**config.mk**
```make
export PLATFORM = sky130hd
export DESIGN_NAME = bp_cce_cfg_endpoint
export DESIGN_NICKNAME = d
export VERILOG_FILES = /design/src/rtl/bp_cce_cfg_endpoint_pkg.sv /design/src/rtl/bp_cfg_reg_decode.sv /design/src/rtl/bp_cce_cfg_endpoint.sv
export SDC_FILE = /design/constraint.sdc
export NUM_CORES = 1
export LEC_CHECK = 0
export CAP_MARGIN = 10
export CORE_AREA = 4 4 148 150
export DETAILED_ROUTE_END_ITERATION = 10
export DIE_AREA = 0 0 152 154
export GPL_TIMING_DRIVEN = 0
export MAX_ROUTING_LAYER = met4
export PLACE_DENSITY = 0.76
export RECOVER_POWER = 100
export SLEW_MARGIN = 20
export SYNTH_ARGS = -nofsm -noshare
export SYNTH_HDL_FRONTEND = slang
export SYNTH_HIERARCHICAL = 1
export SYNTH_SLANG_ARGS = --single-unit
```
**constraint.sdc**
```tcl
create_clock -name clk_i -period 3 [get_ports clk_i]
set_input_delay 0.9 -clock clk_i [delete_from_list [all_inputs] [get_ports clk_i]]
set_output_delay 0.9 -clock clk_i [all_outputs]
set_load 0.05 [all_outputs]
```
**src/rtl/bp_cce_cfg_endpoint_pkg.sv**
```systemverilog
// Shared types for the per-tile cfg endpoint: memory message layout, tile mode enums,
// cfg register map and endpoint FSM encodings. BP_CFG_ENDPOINT_ERR_EN maps the sticky error register.
package bp_cce_cfg_endpoint_pkg;

  localparam int paddr_width_gp    = 40;
  localparam int dword_width_gp    = 64;
  localparam int vaddr_width_gp    = 39;
  localparam int cfg_addr_width_gp = 16;
  localparam int payload_width_gp  = 16;

  typedef enum logic [3:0] {
    e_cce_mem_rd    = 4'b0000,
    e_cce_mem_wr    = 4'b0001,
    e_cce_mem_uc_rd = 4'b0010,
    e_cce_mem_uc_wr = 4'b0011
  } bp_cce_mem_cmd_type_e;

  typedef enum logic [2:0] {
    e_mem_size_1 = 3'd0,
    e_mem_size_2 = 3'd1,
    e_mem_size_4 = 3'd2,
    e_mem_size_8 = 3'd3
  } bp_mem_size_e;

  typedef struct packed {
    bp_cce_mem_cmd_type_e        msg_type;
    logic [paddr_width_gp-1:0]   addr;
    logic [payload_width_gp-1:0] payload;
    bp_mem_size_e                size;
  } bp_cce_mem_header_s;

  typedef struct packed {
    bp_cce_mem_header_s        header;
    logic [dword_width_gp-1:0] data;
  } bp_cce_mem_msg_s;

  localparam int cce_mem_msg_width_gp = $bits(bp_cce_mem_msg_s);

  typedef enum logic [1:0] {
    e_lce_mode_uncached = 2'd0,
    e_lce_mode_normal   = 2'd1,
    e_lce_mode_nonspec  = 2'd2
  } bp_lce_mode_e;

  typedef enum logic {
    e_cce_mode_uncached = 1'b0,
    e_cce_mode_normal   = 1'b1
  } bp_cce_mode_e;

  // Register map within the low cfg_addr_width_gp address bits; the ucode base is window-aligned
  localparam logic [cfg_addr_width_gp-1:0] bp_cfg_reg_reset_gp          = 16'h0001;
  localparam logic [cfg_addr_width_gp-1:0] bp_cfg_reg_freeze_gp         = 16'h0002;
  localparam logic [cfg_addr_width_gp-1:0] bp_cfg_reg_icache_mode_gp    = 16'h0003;
  localparam logic [cfg_addr_width_gp-1:0] bp_cfg_reg_dcache_mode_gp    = 16'h0004;
  localparam logic [cfg_addr_width_gp-1:0] bp_cfg_reg_cce_mode_gp       = 16'h0005;
  localparam logic [cfg_addr_width_gp-1:0] bp_cfg_reg_npc_gp            = 16'h0006;
  localparam logic [cfg_addr_width_gp-1:0] bp_cfg_reg_err_gp            = 16'h0007;
  localparam logic [cfg_addr_width_gp-1:0] bp_cfg_mem_base_cce_ucode_gp = 16'h8000;

  localparam logic [1:0] e_ready    = 2'd0;
  localparam logic [1:0] e_ucode_rd = 2'd1;
  localparam logic [1:0] e_resp     = 2'd2;

  typedef struct packed {
    logic core_reset;
    logic freeze;
    logic icache_mode;
    logic dcache_mode;
    logic cce_mode;
    logic npc;
    logic err;
  } bp_cfg_reg_sel_s;

endpackage

```
**src/rtl/bp_cfg_reg_decode.sv**
```systemverilog
// Combinational cfg address decode: one-hot register select, ucode window hit/offset, unmapped flag.
// The error register decodes only when BP_CFG_ENDPOINT_ERR_EN is defined.
module bp_cfg_reg_decode
  import bp_cce_cfg_endpoint_pkg::*;
#(
  parameter int inst_ram_addr_width_p = 8
) (
  input  logic [cfg_addr_width_gp-1:0]     addr_i,
  output bp_cfg_reg_sel_s                  sel_o,
  output logic                             ucode_v_o,
  output logic [inst_ram_addr_width_p-1:0] ucode_addr_o,
  output logic                             unmapped_o
);

  always_comb begin
    // NOTE: every output gets a default before the case so no path can infer a latch.
    sel_o        = '0;
    ucode_v_o    = (addr_i[cfg_addr_width_gp-1:inst_ram_addr_width_p]
                    == bp_cfg_mem_base_cce_ucode_gp[cfg_addr_width_gp-1:inst_ram_addr_width_p]);
    ucode_addr_o = addr_i[inst_ram_addr_width_p-1:0];
    case (addr_i)
      bp_cfg_reg_reset_gp:       sel_o.core_reset  = 1'b1;
      bp_cfg_reg_freeze_gp:      sel_o.freeze      = 1'b1;
      bp_cfg_reg_icache_mode_gp: sel_o.icache_mode = 1'b1;
      bp_cfg_reg_dcache_mode_gp: sel_o.dcache_mode = 1'b1;
      bp_cfg_reg_cce_mode_gp:    sel_o.cce_mode    = 1'b1;
      bp_cfg_reg_npc_gp:         sel_o.npc         = 1'b1;
`ifdef BP_CFG_ENDPOINT_ERR_EN
      bp_cfg_reg_err_gp:         sel_o.err         = 1'b1;
`endif
      default: ;
    endcase
    unmapped_o = ~ucode_v_o & ~(|sel_o);
  end

endmodule

```
**src/rtl/bp_cce_cfg_endpoint.sv**
```systemverilog
// Per-tile cfg endpoint: one uncached cfg command in flight, drives tile control regs and the CCE ucode port.
// Define BP_CFG_ENDPOINT_ERR_EN for a sticky unmapped-access error register and DEADBEEF unmapped reads.
module bp_cce_cfg_endpoint
  import bp_cce_cfg_endpoint_pkg::*;
#(
  parameter int inst_width_p          = 32,
  parameter int inst_ram_addr_width_p = 8
) (
  input  logic                             clk_i,
  input  logic                             reset_i,
  input  logic [cce_mem_msg_width_gp-1:0]  io_cmd_i,
  input  logic                             io_cmd_v_i,
  output logic                             io_cmd_ready_o,
  output logic [cce_mem_msg_width_gp-1:0]  io_resp_o,
  output logic                             io_resp_v_o,
  input  logic                             io_resp_yumi_i,
  output logic                             core_reset_o,
  output logic                             freeze_o,
  output bp_lce_mode_e                     icache_mode_o,
  output bp_lce_mode_e                     dcache_mode_o,
  output bp_cce_mode_e                     cce_mode_o,
  output logic                             npc_w_v_o,
  output logic [vaddr_width_gp-1:0]        npc_o,
  output logic                             ucode_v_o,
  output logic                             ucode_w_o,
  output logic [inst_ram_addr_width_p-1:0] ucode_addr_o,
  output logic [inst_width_p-1:0]          ucode_data_o,
  input  logic [inst_width_p-1:0]          ucode_data_i
);

  bp_cce_mem_msg_s                 cmd, resp;
  logic [1:0]                      state_q, state_d;
  bp_cce_mem_header_s              hdr_q;
  logic [dword_width_gp-1:0]       resp_data_q, resp_data_d, rd_data, unmapped_rd_data;
  logic                            core_reset_q, freeze_q, npc_w_v_q;
  bp_lce_mode_e                    icache_mode_q, dcache_mode_q;
  bp_cce_mode_e                    cce_mode_q;
  logic [vaddr_width_gp-1:0]       npc_q;
  bp_cfg_reg_sel_s                 dec_sel;
  logic                            dec_ucode_v, dec_unmapped;
  logic [inst_ram_addr_width_p-1:0] dec_ucode_addr;
  logic                            accept, is_wr, unused_bits;

  assign cmd    = io_cmd_i;
  assign is_wr  = (cmd.header.msg_type == e_cce_mem_uc_wr);
  assign accept = io_cmd_v_i & io_cmd_ready_o;

  bp_cfg_reg_decode #(
    .inst_ram_addr_width_p(inst_ram_addr_width_p)
  ) decode (
    .addr_i      (cmd.header.addr[cfg_addr_width_gp-1:0]),
    .sel_o       (dec_sel),
    .ucode_v_o   (dec_ucode_v),
    .ucode_addr_o(dec_ucode_addr),
    .unmapped_o  (dec_unmapped)
  );

`ifdef BP_CFG_ENDPOINT_ERR_EN
  logic err_q;

  assign unmapped_rd_data = 64'hDEAD_BEEF_DEAD_BEEF;
  assign unused_bits      = ^cmd.data[dword_width_gp-1:vaddr_width_gp];

  always_ff @(posedge clk_i) begin
    if (reset_i)                             err_q <= 1'b0;
    else if (accept & dec_unmapped)          err_q <= 1'b1;
    else if (accept & is_wr & dec_sel.err)   err_q <= 1'b0;
  end
`else
  assign unmapped_rd_data = '0;
  assign unused_bits      = ^{cmd.data[dword_width_gp-1:vaddr_width_gp], dec_sel.err};
`endif

  always_comb begin
    rd_data = '0;
    if (dec_sel.core_reset)  rd_data[0]                  = core_reset_q;
    if (dec_sel.freeze)      rd_data[0]                  = freeze_q;
    if (dec_sel.icache_mode) rd_data[1:0]                = icache_mode_q;
    if (dec_sel.dcache_mode) rd_data[1:0]                = dcache_mode_q;
    if (dec_sel.cce_mode)    rd_data[0]                  = cce_mode_q;
    if (dec_sel.npc)         rd_data[vaddr_width_gp-1:0] = npc_q;
`ifdef BP_CFG_ENDPOINT_ERR_EN
    if (dec_sel.err)         rd_data[0]                  = err_q;
`endif
    if (dec_unmapped)        rd_data                     = unmapped_rd_data;
  end

  always_comb begin
    state_d = state_q;
    case (state_q)
      e_ready:    if (accept) state_d = (!is_wr && dec_ucode_v) ? e_ucode_rd : e_resp;
      e_ucode_rd: state_d = e_resp;
      e_resp:     if (io_resp_yumi_i) state_d = e_ready;
      default:    state_d = e_ready;
    endcase
  end

  // Ucode read data arrives the cycle after the strobe, i.e. while in e_ucode_rd
  always_comb begin
    resp_data_d = resp_data_q;
    if (state_q == e_ucode_rd) begin
      resp_data_d                   = '0;
      resp_data_d[inst_width_p-1:0] = ucode_data_i;
    end else if (accept) begin
      resp_data_d = is_wr ? '0 : rd_data;
    end
  end

  always_ff @(posedge clk_i) begin
    // NOTE: sequential state uses nonblocking assignments so every register samples pre-edge values.
    if (reset_i) begin
      state_q       <= e_ready;
      core_reset_q  <= 1'b1;
      freeze_q      <= 1'b1;
      icache_mode_q <= e_lce_mode_uncached;
      dcache_mode_q <= e_lce_mode_uncached;
      cce_mode_q    <= e_cce_mode_uncached;
      npc_q         <= '0;
      npc_w_v_q     <= 1'b0;
    end else begin
      state_q   <= state_d;
      npc_w_v_q <= accept & is_wr & dec_sel.npc;
      if (accept & is_wr) begin
        if (dec_sel.core_reset)  core_reset_q  <= cmd.data[0];
        if (dec_sel.freeze)      freeze_q      <= cmd.data[0];
        if (dec_sel.icache_mode) icache_mode_q <= bp_lce_mode_e'(cmd.data[1:0]);
        if (dec_sel.dcache_mode) dcache_mode_q <= bp_lce_mode_e'(cmd.data[1:0]);
        if (dec_sel.cce_mode)    cce_mode_q    <= bp_cce_mode_e'(cmd.data[0]);
        if (dec_sel.npc)         npc_q         <= cmd.data[vaddr_width_gp-1:0];
      end
    end
  end

  // NOTE: response datapath regs are not reset; they are only observed while state_q says e_resp.
  always_ff @(posedge clk_i) begin
    if (accept) hdr_q <= cmd.header;
    resp_data_q <= resp_data_d;
  end

  assign resp.header    = hdr_q;
  assign resp.data      = resp_data_q;
  assign io_resp_o      = resp;
  assign io_resp_v_o    = (state_q == e_resp) & ~reset_i;
  assign io_cmd_ready_o = (state_q == e_ready) & ~reset_i;

  assign core_reset_o  = core_reset_q;
  assign freeze_o      = freeze_q;
  assign icache_mode_o = icache_mode_q;
  assign dcache_mode_o = dcache_mode_q;
  assign cce_mode_o    = cce_mode_q;
  assign npc_w_v_o     = npc_w_v_q;
  assign npc_o         = npc_q;

  assign ucode_v_o    = accept & dec_ucode_v;
  assign ucode_w_o    = is_wr;
  assign ucode_addr_o = dec_ucode_addr;
  assign ucode_data_o = cmd.data[inst_width_p-1:0];

endmodule

```
Word level (Yosys, flattened, before mapping)
Cells that the tools add are included.
- flip-flop bits (word level): 176
- RAM bits: 0
- memory bits (read-only): 0
- memories: 0
- input port bits: 163
- latch bits: 0
- output and inout port bits: 218
- div/mod/pow operators: 0
- shifts and indexed selects: 0
- bitwise operators: 10
- muxes and demuxes: 20
- reductions and logical operators: 12
- eq/ne operators: 12
- add/subtract/negate cells: 0
- multipliers: 0
- $lt $le $gt $ge: 0
- operators with widths (cell ; number):
    2-to-1 mux 39 bit ; 3
    2-to-1 mux 32 bit ; 2
    == test 16 x 3 -> 1 bit, second input constant ; 3
    == test 16 x 2 -> 1 bit, second input constant ; 2
    == test 16 x 1 -> 1 bit, second input constant ; 1
    AND reduction 2 bit ; 7
    2-to-1 mux 2 bit ; 5
    2-to-1 mux 1 bit ; 9
    == test 8 bit, second input constant ; 1
    bitwise AND 1 bit ; 7
    case mux 2 bit (3 select lines) ; 1
    OR reduction 6 bit ; 1
    == test 4 x 2 -> 1 bit, second input constant ; 1
    inequality test 2 bit, second input constant ; 2
    inverter 1 bit ; 3
    == test 2 x 1 -> 1 bit, second input constant ; 1
    == test 2 bit, second input constant ; 1
    logical NOT 2 bit ; 1
    nonzero test 2 bit ; 1
    logical AND 1 bit ; 1
    logical NOT 1 bit ; 1

Depth between registers and ports, before layout
Gate-level depths: netlist of the first run.
- depth in word-level cells: 12
- depth in mapped cells: 8
- depth with buffers taken out: 7

Hierarchy
Netlist of the first run, hierarchy kept.
- modules (own cells, without submodules) (module ; sequential area each (um^2) ; cells each ; times used ; area each (um^2)):
    bp_cce_cfg_endpoint ; 3973.8 ; 462 ; 1 ; 5725.5
    bp_cfg_reg_decode ; 0.0 ; 31 ; 1 ; 220.2

Worst setup path after synthesis of the first run
No wires, ideal clock.
- path type: in2out
- start point: input port reset_i
- end point: output port io_cmd_ready_o
- setup slack: -219 ps
- stages: 3
- arrival time: 2319 ps
- path through: clkbuf_1 > clkbuf_1 > nor3_1
- longest elaborated chain between the ends: 2
- ends and longest elaborated chain (what ; line ; text):
    from (decl) ; bp_cce_cfg_endpoint.sv:10 ; input logic reset_i,
    inverter 1 bit ; bp_cce_cfg_endpoint.sv:144 ; assign io_cmd_ready_o = (state_q == e_ready) & ~reset_i;
    bitwise AND 1 bit ; bp_cce_cfg_endpoint.sv:144 ;
    to (decl) ; bp_cce_cfg_endpoint.sv:13 ; output logic io_cmd_ready_o,
No other way between the ends.

Worst setup path after layout of the first run
- start point: input port io_cmd_i[95]
- end point: output port ucode_v_o
- longest elaborated chain between the ends: 2
- ends and longest elaborated chain (what ; line ; text):
    from (decl) ; bp_cce_cfg_endpoint.sv:11 ; input logic [cce_mem_msg_width_gp-1:0] io_cmd_i,
    == test 8 bit ; bp_cfg_reg_decode.sv:19 ; == bp_cfg_mem_base_cce_ucode_gp[cfg_addr_width_gp-1:inst_ram_addr_width_p]);
    named net dec_ucode_v ; bp_cce_cfg_endpoint.sv:40 ; logic dec_ucode_v, dec_unmapped;
    bitwise AND 1 bit ; bp_cce_cfg_endpoint.sv:154 ; assign ucode_v_o = accept & dec_ucode_v;
    to (decl) ; bp_cce_cfg_endpoint.sv:24 ; output logic ucode_v_o,
The timed path passes the listed nets, and every way through them passes these cells.

==> qor.yml, run 1 <==
worstHoldStart: "npc_o[18]"
use_met1: 0.2030
finalCriticalPeriod_ns: 3.072
r2r_slack_ns: 0.87
die_y_um: 154
cp.required_ns: 2.10
fin_skew_ns: 0.01010
yosysWarnings: 6
grt_setup_unrepaired: "true"
vias_per_cell: 4.287
reg2reg_from: "state_q[1]"
fin_ws_ns: -0.07186
grtUsageMet2: 0.3017
busiest_layer: "met2"
hold_viol: 0
setup_viol: 6
clk_pin_slew_ns: 0.06
p_int_mw: 3.810
fin_nets: 1035
drive_gt1_frac: 0.1684
cpMaxStageDelayCell: "clkdlybuf4s50_1"
slowest_delay_ns: 0.46
path_max_fanout: 2
num_vias: 4981
cts_made_buffers: 17
power_leakage_nw: 3.903
cp-start-kind: "input pin"
cts_tree: "built"
grt_max_degree: 61
initial_core_util: 0.2868
powerDensity_nw_per_um2: 500.0
n_fill_cell: 1847
synth_area_um2: 5934
antenna_found_initial: 2
route.detailed.drc: 0
cts_hold_repair.buffers: 0
seq_power_share: 0.437
dpl-instance-area_um2: 9727
grt_overflow: 0
worstMarginPinSlew_ns: 0.6388
pin_count: 381
maxCapViolations: 0
avgSynthCellArea_um2: 12.09
arrival_ns: 2.17
fmax_mhz: 325.5
clk_path_buf_depth: 2
timing.rr.end: "resp_data_q[17]"
drtIter0Drc: 298
die_w_um: 152
wirelength_um: 20610
violations: "setup timing"
crit_start: "io_cmd_i[95]"
dieArea_um2: 23410
hp-class: "reg2reg"
hpwl_um: 16060
rows: 53
grt_pass1_vias: 4953
slew_headroom: 0.5741
core_um2: 20690
grt_pass1_wl_um: 30100
insertion_delay_ns: 0.41
htree_levels: 4
dr.pass1.iters: 5
area_delta_synth_final_pct: 75.06
holdWs_ns: 0.4686
ctsRootBufferMaster: "clkbuf_16"
combPwrFrac: 0.155
netSwitchingFraction: 0.2665
worstSetupEndpointType: "output port"
use_met3: 0.04165
p_switching_mw: 1.385
reg2regPathDepth: 5
clockPowerShare: 0.408
ir_drop_mv: 0.3574
worstSetupEndpoint: "ucode_v_o"
path_cells: "clkdlybuf4s50_1 > nor4_4 > and3_4 > and2_4 > buf_8"
ant_nets: 0
pre_cts_ws_ns: -1.022
final_area_um2: 10390
port_buffers: 329
wl_per_cell_um: 17.73
clock_sinks: 151
synthCells: 491
final_max_slew_viol_count: 0
status: "finished, violations left"
place.gp.congestion: 0.8444
post-route-period-util: 1.024
grt.total_usage: 0.1738
crit_type: "in2out"
final cells by class:
cell class                 count  area (um^2)  share of cell area
sequential                   151         3974              0.3825
inverter                       6        22.52            0.002168
clock buffer                  19        432.9             0.04167
clock inverter                13        146.4             0.01409
antenna                        2        5.005           0.0004818
timing repair buffer         338         3358              0.3233
buffer                        90        616.8             0.05938
multi-input combinational    268         1489              0.1433
tap                          275        344.1             0.03312
timing repair:
action / 4_1_cts / 5_1_grt
endpoints found under the setup margin: 123 / 50
hold endpoints to repair: 0 / 0
setup buffers: 3 / 4
pin swaps: 2 / 3
gates resized for setup: 84 / 12
gates cloned: 0 / 0
worst min path at each step:
stage	slack [ns]	end	depth (start not counted)
finish	0.47	npc_o[18]	2
global route	0.49	resp_data_q[35]	2
CTS	0.47	npc_o[18]	2
detailed placement	0.46	resp_data_q[35]	2
global placement	0.45	resp_data_q[38]	2
floorplan	0.67	state_q[1]	4
placed cells by master (no fill, tap or decap), drive strengths merged, types with 25 or more instances in the layout:
cell,count
a22o,30
conb,25
dlygate4sd3,52
nand2,96
clkbuf,32
dfxtp,56
buf,90
a21oi,46
clkdlybuf4s50,228
edfxtp,95
dlygate4sd2,34
through the flow:
| stage | cells | TNS, ns | utilization | power [mW] |
|---|---|---|---|---|
| after global routing | 1162 | -1.616 | 0.5021 | 5.369 |
| after CTS | 1156 | -0.1462 | 0.4995 | 5.261 |
| after detailed placement | 1121 | -81.39 | 0.4701 | 3.149 |
| after global placement | 1119 | -141.29 | 0.4672 | 3.135 |
| final | 1162 | -0.2275 | 0.5021 | 5.195 |
| after floorplan | 515 | 0 | - | 2.771 |
power groups by stage:
| stage | sequential (mW) | clock [mW] | combinational (mW) |
|---|---|---|---|
| after floorplan | 2.48 | 0 | 0.293 |
| after global placement | 2.32 | 0 | 0.817 |
| after detailed placement | 2.32 | 0 | 0.832 |
| after CTS | 2.27 | 2.17 | 0.818 |
| after global routing | 2.28 | 2.26 | 0.836 |
| final | 2.27 | 2.12 | 0.804 |
critical path, delay by kind of cell:
kind                   cells  cell delay (ns)
AND/OR/NAND/NOR            3             0.67
buffers and inverters      2             0.61
registers in the layout, indices dropped and copies added, names as in the netlist:
signal / flops
io_resp_o: 63
npc_o: 39
resp_data_q: 39
dcache_mode_o: 2
icache_mode_o: 2
state_q: 2
cce_mode_o: 1
core_reset_o: 1
freeze_o: 1
npc_w_v_o: 1
routing by layer:
metal / part of all wire / vias up / routed length (um)
met2: 0.53 / 189 / 10930
met5: 0 / - / 0
met4: 0.010 / 0 / 208
met1: 0.40 / 2358 / 8257
li1: - / 2418 / -
met3: 0.058 / 16 / 1205
(Power assumes the default switching activity.)
==> inputs of run 2 (changes only) <==
- CORE_AREA: 4 4 148 150 -> 2 2 146 148
- CTS_CLUSTER_DIAMETER: unset -> 60
- DIE_AREA: 0 0 152 154 -> 0 0 148 150
==> run 2 against run 1 <==
Compared with the run above: the flow now finishes without violations; critical path type unchanged; largest power group unchanged; critical path depth unchanged; sequential share of layout area grew 0.17 points; cell count barely moved.
==> qor.yml, run 2 (synthesis gave the netlist of run 1 again) <==
wirelength_um: 19980
arrival_ns: 2.08
insertion_delay_ns: 0.42
powerDensity_nw_per_um2: 496.6
hpwl_um: 15310
fin_nets: 1035
cts_tree: "built"
clk_pin_slew_ns: 0.06
setup_viol: 0
final_common_cell: "clkdlybuf4s50_1"
post-route-period-util: 0.9935
cpMaxStageDelayCell: "nor4_4"
route.detailed.drc: 0
multi_input_area_um2: 1493
n_fill_cell: 1894
crit_type: "in2out"
dr.pass1.iters: 5
crit_family: "simple AND/OR/NAND/NOR gates"
path_cells: "clkdlybuf4s25_1 > nor4_4 > and3_4 > and2_4 > buf_8"
clock_sinks: 151
seq_area_um2: 3974
grt_overflow: 0
total_power_mw: 5.137
initial_core_util: 0.2868
die_y_um: 150
fin_skew_ns: 0.007540
final_max_slew_viol_count: 0
ctsRootBufferMaster: "clkbuf_16"
reg2reg_from: "state_q[1]"
hold_viol: 0
cp-start-kind: "input pin"
worstSetupEndpointType: "output port"
pin_count: 381
cp.required_ns: 2.10
slowest_delay_ns: 0.33
worstMarginPinSlew_ns: 0.6443
fmax_mhz: 335.5
grt_max_degree: 62
dieArea_um2: 22200
final_area_um2: 10340
num_vias: 5047
dpl-instance-area_um2: 9719
grt_setup_unrepaired: "true"
stdcell_count: 1161
dp_cells: 1121
cp.buffers_inverters: 2
htree_levels: 4
die_w_um: 148
rows: 53
largest_reg_flops: 63
clk_path_buf_depth: 2
worstHoldStart: "npc_o[8]"
ir_drop_mv: 0.3457
finalCriticalPeriod_ns: 2.980
final_cell_mix: "229 x clkdlybuf4s50_1, 96 x nand2_1, 95 x edfxtp_1"
grt_pass1_vias: 4807
grt.total_usage: 0.1775
area_delta_synth_final_pct: 74.30
drive_gt1_frac: 0.1718
hp-class: "reg2reg"
core_um2: 20690
maxCapViolations: 0
vias_per_cell: 4.347
cts_hold_repair.buffers: 0
grt_pass1_wl_um: 28450
status: "finished clean"
wl_per_cell_um: 17.21
drtIter0Drc: 229
slew_headroom: 0.5705
port_buffers: 329
antenna_found_initial: 1
ant_nets: 0
power_leakage_nw: 3.922
cts_made_buffers: 17
place.gp.congestion: 0.7663
crit_start: "io_cmd_i[96]"
path_max_fanout: 3
run 2: changes by cell type in the layout (fill, tap and decap cells not counted), sizes merged, moves of 3 or more:
cell / before / now
clkbuf: 32 / 35
clkdlybuf4s15: 11 / 6
dlygate4sd3: 52 / 44
inv: 10 / 17
clkdlybuf4s25: 0 / 6
clkinvlp: 5 / 0
run 2: per-layer routing:
| metal | GRT usage | up-vias | routed length (um) |
|---|---|---|---|
| met5 | - | - | 0 |
| met4 | 0.06286 | 0 | 378 |
| met3 | 0.03780 | 28 | 1064 |
| met2 | 0.2968 | 204 | 10260 |
| met1 | 0.2128 | 2401 | 8280 |
| li1 | - | 2414 | - |
run 2: final timing paths:
check                          to  slack (ns)  cells after the start
hold reg to reg          npc_o[8]        0.47                      2
hold / removal           npc_o[8]        0.47                      2
setup / recovery        ucode_v_o        0.02                      5
setup reg to reg  resp_data_q[12]        0.89                      5
run 2: layout make-up:
cell class                      count  share of cell area
Multi-Input combinational cell    268              0.1443
Timing Repair Buffer              338              0.3220
Sequential cell                   151              0.3842
Clock inverter                     14             0.01270
Inverter                            6            0.002177
Antenna cell                        1           0.0002419
Clock buffer                       18             0.04149
Tap cell                          275             0.03326
Buffer                             90             0.05963
run 2: timing repair:
action	4_1_cts	5_1_grt
resized for setup	79	25
pin swaps	3	5
setup endpoints to repair	123	47
cloned	0	0
setup buffers	1	6
run 2: through the flow:
stage	util	setup WS (ns)	hold slack (ns)	setup TNS, ns
global placement	0.4672	-1.010	0.4539	-137.12
detailed placement	0.4698	-1.013	0.4634	-77.41
global route	0.4999	-0.06475	0.4887	-0.5147
finish	0.4999	0.01951	0.4724	0
floorplan	-	0.1476	0.6726	0
CTS	0.4972	-0.2437	0.4722	-0.2437
run 2: report_power, final:
part	internal, mW	total (mW)	switching, mW
clock	1.10	2.06	0.958
sequential	2.26	2.27	0.0136
combinational	0.316	0.803	0.487
total	3.68	5.14	1.46
run 2: worst register-to-register path, stage by stage, from the launching register on:
cell and delay [ns]:
dfxtp_1 0.37, nor4b_4 0.39, buf_4 0.20, buf_2 0.23, nand2b_2 0.37, buf_12 0.24
